[config.mk]
export PLATFORM = sky130hd
export DESIGN_NAME = pc_gen_ras_flat
export DESIGN_NICKNAME = d
export VERILOG_FILES = /design/src/rtl/pc_gen_ras_pkg.sv /design/src/rtl/pc_gen_ras_if.sv /design/src/rtl/pc_gen_ras_stack.sv /design/src/rtl/pc_gen_ras.sv /design/src/flat_wrapper.sv
export SDC_FILE = /design/constraint.sdc
export NUM_CORES = 1
export LEC_CHECK = 0
export CORE_MARGIN = 3
export CORE_UTILIZATION = 40
export CTS_CLUSTER_SIZE = 12
export DETAILED_ROUTE_END_ITERATION = 10
export SLEW_MARGIN = 20
export SYNTH_ARGS = -nofsm -noshare
export SYNTH_HDL_FRONTEND = slang
export SYNTH_SLANG_ARGS = --single-unit
[constraint.sdc]
create_clock -name clk -period 4.45 [get_ports clk]
set_clock_uncertainty 0.1 [all_clocks]
set_input_delay 0.6675 -clock clk [delete_from_list [all_inputs] [get_ports clk]]
set_output_delay 0.6675 -clock clk [all_outputs]
set_load 0.01 [all_outputs]
[src/rtl/pc_gen_ras_pkg.sv]
// pc_pkg: shared widths, defaults and next-PC source selector for the fetch PC generator
package pc_pkg;
   localparam int ADDR_W_DEF      = 16;
   localparam int INSTR_BYTES_DEF = 2;
   localparam int RAS_DEPTH_DEF   = 4;
   localparam int RAS_PTR_W       = $clog2(RAS_DEPTH_DEF);
   typedef enum logic [1:0] {SEL_HOLD, SEL_SEQ, SEL_RAS, SEL_REDIRECT} next_sel_e;
endpackage

[src/rtl/pc_gen_ras_if.sv]
// pc_gen_ras_if: fetch control inputs and PC/RAS status outputs of the fetch PC generator
//   master drives enable/redirect/call/ret; slave (the PC generator) drives pc_* and ras_* status
interface pc_gen_ras_if
   import pc_pkg::*;
#(
   parameter int ADDR_W = ADDR_W_DEF
) ();
   logic              enable;
   logic              redirect_valid;
   logic [ADDR_W-1:0] redirect_addr;
   logic              call_valid;
   logic              ret_valid;
   logic [ADDR_W-1:0] pc_out;
   logic [ADDR_W-1:0] pc_nxt;
   logic              pc_valid;
   logic              ras_empty;
   logic              ras_full;
   logic              ras_overflow;
   logic              ret_miss;
   modport master (
      output enable, redirect_valid, redirect_addr, call_valid, ret_valid,
      input  pc_out, pc_nxt, pc_valid, ras_empty, ras_full, ras_overflow, ret_miss
   );
   modport slave (
      input  enable, redirect_valid, redirect_addr, call_valid, ret_valid,
      output pc_out, pc_nxt, pc_valid, ras_empty, ras_full, ras_overflow, ret_miss
   );
endinterface

[src/rtl/pc_gen_ras_stack.sv]
// ras_stack: circular return-address stack with saturating count and sticky overflow
//   push/pop request, push_data in; top_data, empty, full, overflow out
//   pop+push together replaces the top entry; a push while full overwrites the oldest entry
module ras_stack
   import pc_pkg::*;
#(
   parameter int RAS_DEPTH = RAS_DEPTH_DEF,
   parameter int ADDR_W    = ADDR_W_DEF
) (
   input  logic              clk,
   input  logic              reset_n,
   input  logic              push,
   input  logic              pop,
   input  logic [ADDR_W-1:0] push_data,
   output logic [ADDR_W-1:0] top_data,
   output logic              empty,
   output logic              full,
   output logic              overflow
);
   localparam int PW = $clog2(RAS_DEPTH);
   logic [ADDR_W-1:0] mem [RAS_DEPTH];
   logic [PW-1:0]     top;
   logic [PW:0]       count;
   logic              do_pop;
   logic              replace;
   assign do_pop   = pop & !empty;
   assign replace  = do_pop & push;
   assign empty    = count == '0;
   assign full     = count == (PW+1)'(RAS_DEPTH);
   assign top_data = mem[top];
   always_ff @(posedge clk or negedge reset_n)
      if (!reset_n) begin
         top      <= '0;
         count    <= '0;
         overflow <= 1'b0;
      end else if (push && !replace) begin
         top <= top + PW'(1);
         if (full) overflow <= 1'b1;
         else count <= count + (PW+1)'(1);
      end else if (do_pop && !replace) begin
         top   <= top - PW'(1);
         count <= count - (PW+1)'(1);
      end
   // entries are not reset; the write slot is the top itself on a replace
   always_ff @(posedge clk)
      if (push) mem[replace ? top : top + PW'(1)] <= push_data;
endmodule

[src/rtl/pc_gen_ras.sv]
// pc_gen_ras: fetch PC register with redirect / return-prediction / sequential next-PC select
//   clk, reset_n (async, active low); bus (slave): fetch controls in, pc_out/pc_nxt/pc_valid
//   and RAS status out
module pc_gen_ras
   import pc_pkg::*;
#(
   parameter int                ADDR_W      = ADDR_W_DEF,
   parameter int                INSTR_BYTES = INSTR_BYTES_DEF,
   parameter logic [ADDR_W-1:0] RESET_VEC   = '0,
   parameter int                RAS_DEPTH   = RAS_DEPTH_DEF
) (
   input logic         clk,
   input logic         reset_n,
   pc_gen_ras_if.slave bus
);
   logic [ADDR_W-1:0] pc_q;
   logic [ADDR_W-1:0] pc_d;
   logic [ADDR_W-1:0] pc_nxt;
   logic [ADDR_W-1:0] ras_top;
   logic              pc_valid;
   logic              ret_miss;
   logic              ras_empty;
   logic              ras_full;
   logic              ras_overflow;
   logic              accept;
   logic              push;
   logic              pop;
   next_sel_e         sel;
   assign pc_nxt = pc_q + ADDR_W'(INSTR_BYTES);
   // call/ret only act on an advancing, non-flushed cycle after the first valid edge
   assign accept = pc_valid & bus.enable & !bus.redirect_valid;
   assign push   = accept & bus.call_valid;
   assign pop    = accept & bus.ret_valid;
   always_comb begin
      sel  = !pc_valid                     ? SEL_HOLD :
             bus.redirect_valid            ? SEL_REDIRECT :
             bus.enable && pop && !ras_empty ? SEL_RAS :
             bus.enable                    ? SEL_SEQ : SEL_HOLD;
      pc_d = sel == SEL_REDIRECT ? bus.redirect_addr :
             sel == SEL_RAS      ? ras_top :
             sel == SEL_SEQ      ? pc_nxt : pc_q;
   end
   always_ff @(posedge clk or negedge reset_n)
      if (!reset_n) begin
         pc_q     <= RESET_VEC;
         pc_valid <= 1'b0;
         ret_miss <= 1'b0;
      end else begin
         pc_q     <= pc_d;
         pc_valid <= 1'b1;
         ret_miss <= pop & ras_empty;
      end
   ras_stack #(.RAS_DEPTH(RAS_DEPTH), .ADDR_W(ADDR_W)) u_ras (
      .clk       (clk),
      .reset_n   (reset_n),
      .push      (push),
      .pop       (pop),
      .push_data (pc_nxt),
      .top_data  (ras_top),
      .empty     (ras_empty),
      .full      (ras_full),
      .overflow  (ras_overflow)
   );
   assign bus.pc_out       = pc_q;
   assign bus.pc_nxt       = pc_nxt;
   assign bus.pc_valid     = pc_valid;
   assign bus.ras_empty    = ras_empty;
   assign bus.ras_full     = ras_full;
   assign bus.ras_overflow = ras_overflow;
   assign bus.ret_miss     = ret_miss;
endmodule

[src/flat_wrapper.sv]
// flat-port wrapper written by rule: the top's interface ports become plain ports
module pc_gen_ras_flat import pc_pkg::*;
#(
   parameter int                ADDR_W      = ADDR_W_DEF,
   parameter int                INSTR_BYTES = INSTR_BYTES_DEF,
   parameter logic [ADDR_W-1:0] RESET_VEC   = '0,
   parameter int                RAS_DEPTH   = RAS_DEPTH_DEF
)
  (clk, reset_n, bus_enable, bus_redirect_valid, bus_redirect_addr, bus_call_valid, bus_ret_valid, bus_pc_out, bus_pc_nxt, bus_pc_valid, bus_ras_empty, bus_ras_full, bus_ras_overflow, bus_ret_miss);
  pc_gen_ras_if #(.ADDR_W(ADDR_W)) bus_i ();
  input logic clk;
  input logic reset_n;
  input wire logic [$bits(bus_i.enable)-1:0] bus_enable;
  input wire logic [$bits(bus_i.redirect_valid)-1:0] bus_redirect_valid;
  input wire logic [$bits(bus_i.redirect_addr)-1:0] bus_redirect_addr;
  input wire logic [$bits(bus_i.call_valid)-1:0] bus_call_valid;
  input wire logic [$bits(bus_i.ret_valid)-1:0] bus_ret_valid;
  output wire logic [$bits(bus_i.pc_out)-1:0] bus_pc_out;
  output wire logic [$bits(bus_i.pc_nxt)-1:0] bus_pc_nxt;
  output wire logic [$bits(bus_i.pc_valid)-1:0] bus_pc_valid;
  output wire logic [$bits(bus_i.ras_empty)-1:0] bus_ras_empty;
  output wire logic [$bits(bus_i.ras_full)-1:0] bus_ras_full;
  output wire logic [$bits(bus_i.ras_overflow)-1:0] bus_ras_overflow;
  output wire logic [$bits(bus_i.ret_miss)-1:0] bus_ret_miss;
  assign bus_i.enable = bus_enable;
  assign bus_i.redirect_valid = bus_redirect_valid;
  assign bus_i.redirect_addr = bus_redirect_addr;
  assign bus_i.call_valid = bus_call_valid;
  assign bus_i.ret_valid = bus_ret_valid;
  assign bus_pc_out = bus_i.pc_out;
  assign bus_pc_nxt = bus_i.pc_nxt;
  assign bus_pc_valid = bus_i.pc_valid;
  assign bus_ras_empty = bus_i.ras_empty;
  assign bus_ras_full = bus_i.ras_full;
  assign bus_ras_overflow = bus_i.ras_overflow;
  assign bus_ret_miss = bus_i.ret_miss;
  pc_gen_ras #(.ADDR_W(ADDR_W), .INSTR_BYTES(INSTR_BYTES), .RESET_VEC(RESET_VEC), .RAS_DEPTH(RAS_DEPTH)) u_core (.clk(clk), .reset_n(reset_n), .bus(bus_i));
endmodule
After elaboration in Yosys (flattened, before gate mapping) --
Memory sizes are Yosys's and may differ from the RTL's. Index checks and enable logic that the tools add are counted.
Cells by class: $add $sub $neg 5, $lt $le $gt $ge 0, shifts and indexed selects 0, mux-type cells 15, multipliers 0, reductions and logical operators 12, divide/modulo/power cells 0, bitwise logic cells 7, equality and inequality tests 5
Operators by type and width (count):
- 2-to-1 mux 16 bit | 3
- adder 16 x 2 -> 16 bit, second input constant | 1
- 2-to-1 mux 2 bit | 6
- 2-to-1 mux 3 bit | 3
- AND 1 bit | 7
- equality test 2 bit, second input constant | 2
- logical AND 1 bit | 4
- AND reduction 2 bit | 2
- adder 3 x 1 -> 3 bit, second input constant | 1
- equality test 3 bit, second input constant | 1
- logical NOT 1 bit | 3
- logical NOT 3 bit | 1
- 2-to-1 mux 1 bit | 3
- nonzero test 3 bit | 1
- subtractor 3 x 1 -> 3 bit, second input constant | 1
- adder 2 x 1 -> 2 bit, second input constant | 1
- equality test 2 x 1 -> 1 bit, second input constant | 1
- != test 2 bit, second input constant | 1
- nonzero test 2 bit | 1
- subtractor 2 x 1 -> 2 bit, second input constant | 1
Word-level totals: memory bits (writable) 64, bits in latches 0, memory bits (read-only) 0, memories kept 1, word-level logic and storage cells 51, output and inout port bits 37, flip-flop bits (word level) 24
Memories:
- u_core.u_ras.mem | words 4, bits a word 16, read ports 1, clocked after Yosys merged registers in 0, wr ports 1, RTL line pc_gen_ras_stack.sv:21 | logic [ADDR_W-1:0] mem [RAS_DEPTH];

Longest topological paths before layout --
depth in word-level cells 12, depth in mapped cells 11, gate-level depth less buffers 10

Modules after synthesis --
From an unflattened synthesis, not the netlist that was laid out.
Unflattened totals: cell total of the unflattened synthesis 308, area total of the unflattened synthesis 4190.3 sq um
By module, submodules not included:
- ras_stack | area each 2760.1 sq um, instances 1, cells each 134
- pc_gen_ras | area each 1430.1 sq um, instances 1, cells each 174

Worst setup path before layout --
No wires, ideal clock.
kind input -> register, from in bus_redirect_valid, to mem u_core.u_ras.mem[3][0] in the netlist's numbering, enable pin, setup slack 724 ps, arrival 3196 ps, path buffers 1, library setup time 430 ps, stages 7, cell sequence and3b_1 > buf_4 > nand2_1 > inv_1 > ha_1 > nor2b_1 > nor4_1
On the way: word-level cells in the longest chain between the ends 6
RTL lines:
- start, declared | RTL line flat_wrapper.sv:14 | input wire logic [$bits(bus_i.redirect_valid)-1:0] bus_redirect_valid;
- logical NOT 1 bit * | RTL line pc_gen_ras.sv:31 | assign accept = pc_valid & bus.enable & !bus.redirect_valid;
- AND 1 bit * | RTL line pc_gen_ras.sv:31
- AND 1 bit | RTL line pc_gen_ras.sv:33 | assign pop = accept & bus.ret_valid;
- AND 1 bit | RTL line pc_gen_ras_stack.sv:26 | assign do_pop = pop & !empty;
- AND 1 bit | RTL line pc_gen_ras_stack.sv:27 | assign replace = do_pop & push;
- 2-to-1 mux 2 bit | RTL line pc_gen_ras_stack.sv:46 | if (push) mem[replace ? top : top + PW'(1)] <= push_data;
- end, declared | RTL line pc_gen_ras_stack.sv:21
Mark *: on every way between the ends. The rest lies on a longest branch, timed or not.

Worst setup path after layout --
from reg u_core.pc_q[2] (netlist: u_core.bus.pc_out[2]), to out bus_pc_nxt[11]
On the way: word-level cells in the longest chain between the ends 1
RTL lines:
- start, declared | RTL line pc_gen_ras.sv:16 | logic [ADDR_W-1:0] pc_q;
- start signal, assigned | RTL line pc_gen_ras.sv:49 | pc_q <= pc_d;
- adder 16 x 2 -> 16 bit | RTL line pc_gen_ras.sv:29 | assign pc_nxt = pc_q + ADDR_W'(INSTR_BYTES);
- end, declared | RTL line flat_wrapper.sv:19 | output wire logic [$bits(bus_i.pc_nxt)-1:0] bus_pc_nxt;
Every way passes these cells.

==> impl_results.md <==
* Largest family of logic cells by synthesized area: multiplexers
* Post-CTS Hold Fix Bufs at 0
* Area of the multi-input gates at roughly 0.0013 mm²
* Initial DRC count at approximately 160
* Layout cells sized above 1 at 0.148
* Endpoint class of the critical path: output port
* Antenna Cells at 0
* Hold Vio Cnt, Final at 0
* Relative max-transition margin at 0.384
* Wire per inst at around 20 µm
* Placement Cell Area at 0.00472 mm²
* CTS Root Cell: clkbuf_8
* Flops & latches, synth at 88
* Hold WC Path Type: register to register
* Die area at about 0.011 mm²
* Tcrit/Tclk final at 0.784
* CP Buf/Inv Count at 1
* RePlAce Congestion at roughly 0.77
* Post-synthesis mux area share at 0.114
* Syn_area_per_cell at 15.5 µm²
* Clock latency on the worst-skew pair at approximately 0.35 ns
* Antenna Nets Post-Route at 0
* Initial Utilization at 0.421
* M2 GR Usage at 0.268
* DRC Markers at 0
* Grt peak-use layer: met2
* GR Layer Usage met3 at 0.0349
* Synth Area in XOR/XNOR at 0.0398
* First-pass DRT Iterations at 6
* CTS Sinks at a little under 90
* Die H at approximately 110 µm
* Via Count at 2453
* Met1 Resource Use GR at 0.234
* Mapped Cells at between 200 and 300
* Worst path max stage delay at about 0.64 ns
* Post-Synth Simple-Gate Area at 0.0817
* Finish-stage setup viols at 0
* Critical Path Fanout Max at 7
* Slew @ Worst Pin at between 0.9 and 1 ns
* Vias per cell at ~5.3
* Yosys top cell by area: edfxtp_1
* Main synth FF type: edfxtp_1
* First-pass GRT wire length at 14200 µm
* Area growth syn-to-layout at 24.3%
* Ports at 59
* H-tree depth at 3
* Post-CTS sizing at 0
* Maximum clock path buffer count at 2
* Worst Path Required at ~3.7 ns
* Area of the mapped netlist at a little under 0.004 mm²
* Fin. max-slew vios at 0
* Crit path kind: register to output port
* Routed wire length at about 9000 µm
* Gr usage total at 0.168
* DP Wirelength at 6300 µm
* Worst-path clk slew at 0.09 ns
* RSZ-0062 raised after global routing: no
* Max IR drop VDD at 0.201 mV
* Die width at roughly 110 µm
* Pwr dens at between 500 and 600 mW/mm²
* Crit path DAT at around 2.7 ns
* CTS buffer count at 9
* CTS tree: built
* Leakage at 1.76 nW
* Final instance area at between 0.004 and 0.005 mm²
* Gr ovfl total at 0
* Vias in the first global route at between 2000 and 3000
* Min Tclk post-route at 3.49 ns
* Core area at 0.00942 mm²
* Worst setup SP type: register
* Post-synthesis sequential area ratio at 0.636
* Fill cell count at roughly 800
* Fmax at ~290 MHz
* Asr flop ratio synth at 0.273
* Slowest CP cell: clkdlybuf4s50_1
* Compound-cell area share of the yosys netlist at 0.0776
* Synth Area in Adders at 0.0177
* Post-route setup TNS at 0 ns
* Crit-path leading delay family: buffers and inverters
* Synth warnings at 0
* Synth cell types at 48
* FF+latch area at 0.00252 mm²
* Syn Nets at between 200 and 300
* Synth area leaders: edfxtp_1, dfrtp_1, mux4_2, mux4_1, xnor2_1
* Max_cap viols at 0
* Net count of the finished layout at ~350
* Top cell type's share of synthesized area at 0.485
* Setup Buffers After CTS at 0
* Crit-path cells: ha_1, nand3_1, nor3_1, xor2_1, clkdlybuf4s50_1
* Initial antenna violation count at 0
* EDFF count, synth at 64
* Status: finished, final reports clean
* Largest net degree at the start of global routing at 25
* Port-buffer cells at 58
* Cell Rows at 35
[final timing paths]
| path | from | end | slack (ns) | depth (start not counted) |
|---|---|---|---|---|
| worst max-delay path | u_core.bus.pc_out[2]$_DFFE_PN0P_ | bus_pc_nxt[11] | 0.96 | 5 |
| worst min-delay path | u_core.u_ras.overflow$_DFFE_PN0P_ | u_core.u_ras.overflow$_DFFE_PN0P_ | 0.37 | 1 |
| worst max register to register | u_core.bus.pc_valid$_DFF_PN0_ | u_core.u_ras.mem[0][1]$_DFFE_PP_ | 1.61 | 9 |
| worst min register to register | u_core.u_ras.overflow$_DFFE_PN0P_ | u_core.u_ras.overflow$_DFFE_PN0P_ | 0.37 | 1 |
| max in group asynchronous | reset_n | u_core.bus.pc_out[1]$_DFFE_PN0P_ | 3.40 | 2 |
| min in group asynchronous | reset_n | u_core.bus.ret_miss$_DFF_PN0_ | 0.58 | 2 |
[state kept, by name, summed over array words and instances (netlist names)]
name / flops
u_core.bus.ret_miss: 1
u_core.u_ras.mem: 64
u_core.u_ras.top: 2
u_core.u_ras.overflow: 1
u_core.bus.pc_out: 16
u_core.u_ras.count: 3
u_core.bus.pc_valid: 1
[area by class of cell]
class / count / share of cell area
tap: 129 / 0.0327
clock inverter: 6 / 0.0135
inverter: 13 / 0.0104
clock buffer: 10 / 0.0279
timing repair buffer: 69 / 0.135
multi-input combinational: 144 / 0.269
sequential: 88 / 0.512
[cell usage after synthesis, types with 2 or more instances]
master    number
buf_6          3
nor3_1         3
nand4_1        2
nand3_1        7
nor2b_1        2
a21bo_1        4
dfrtp_1       24
and2_1         2
nor4_1         2
edfxtp_1      64
nand2b_1       2
a21oi_1        7
o21ai_0        5
a222oi_1       8
nand2_1       10
nor4_2         3
inv_1         12
ha_1           4
buf_2          5
buf_4          2
xnor2_1       10
mux4_1         5
nor2_1        15
xor2_1         8
mux2i_1        6
o21ai_1        6
o22ai_1        4
mux4_2        11
[metal layers]
layer  share of wire  vias up
met4           0.013        0
li1                -     1131
met3           0.048       10
met1            0.46     1246
met2            0.48       66
met5               0        -
[layout by cell type, fill, tap and decap left out, types with 8 or more instances in the layout]
cell type         n
a222oi_1          8
buf_4            11
clkbuf_8         10
clkdlybuf4s50_1  58
dfrtp_1          24
edfxtp_1         64
inv_1            12
mux4_2           11
nand2_1          10
nor2_1           15
xnor2_1          10
xor2_1            8
[where the power goes]
part           internal, mW  total (mW)  switching, mW  leakage (nW)
Clock                 0.276       0.563          0.287        0.0949
Sequential             1.02        1.20          0.176         0.855
Combinational         0.455       0.816          0.361         0.808
Total                  1.75        2.58          0.824          1.76
[metrics by stage]
| stage | hold WS [ns] | power, mW | util | worst slack, ns | instances |
|---|---|---|---|---|---|
| 3_5_place_dp | 0.352 | 2.04 | 0.502 | 0.845 | 443 |
| 6_report | 0.368 | 2.58 | 0.523 | 0.963 | 459 |
| 3_3_place_gp | 0.353 | 2.03 | 0.502 | 0.932 | 443 |
| 2_1_floorplan | 0.272 | 1.67 | - | 0.724 | 256 |
| 4_1_cts | 0.377 | 2.61 | 0.523 | 0.925 | 459 |
| 5_1_grt | 0.412 | 2.71 | 0.523 | 0.801 | 459 |
[cells by family (layout without fill, tap and decap cells)]
| family | count (synthesis) | after routing |
|---|---|---|
| adders and majority gates | 5 | 5 |
| AOI/OAI and AO/OA | 42 | 42 |
| buffers and inverters | 24 | 98 |
| and+or+nand+nor | 55 | 55 |
| other | 1 | 1 |
| muxes | 23 | 23 |
| xor gates and xnor gates | 18 | 18 |
| DFF | 88 | 88 |
(Power assumes the default switching activity.)
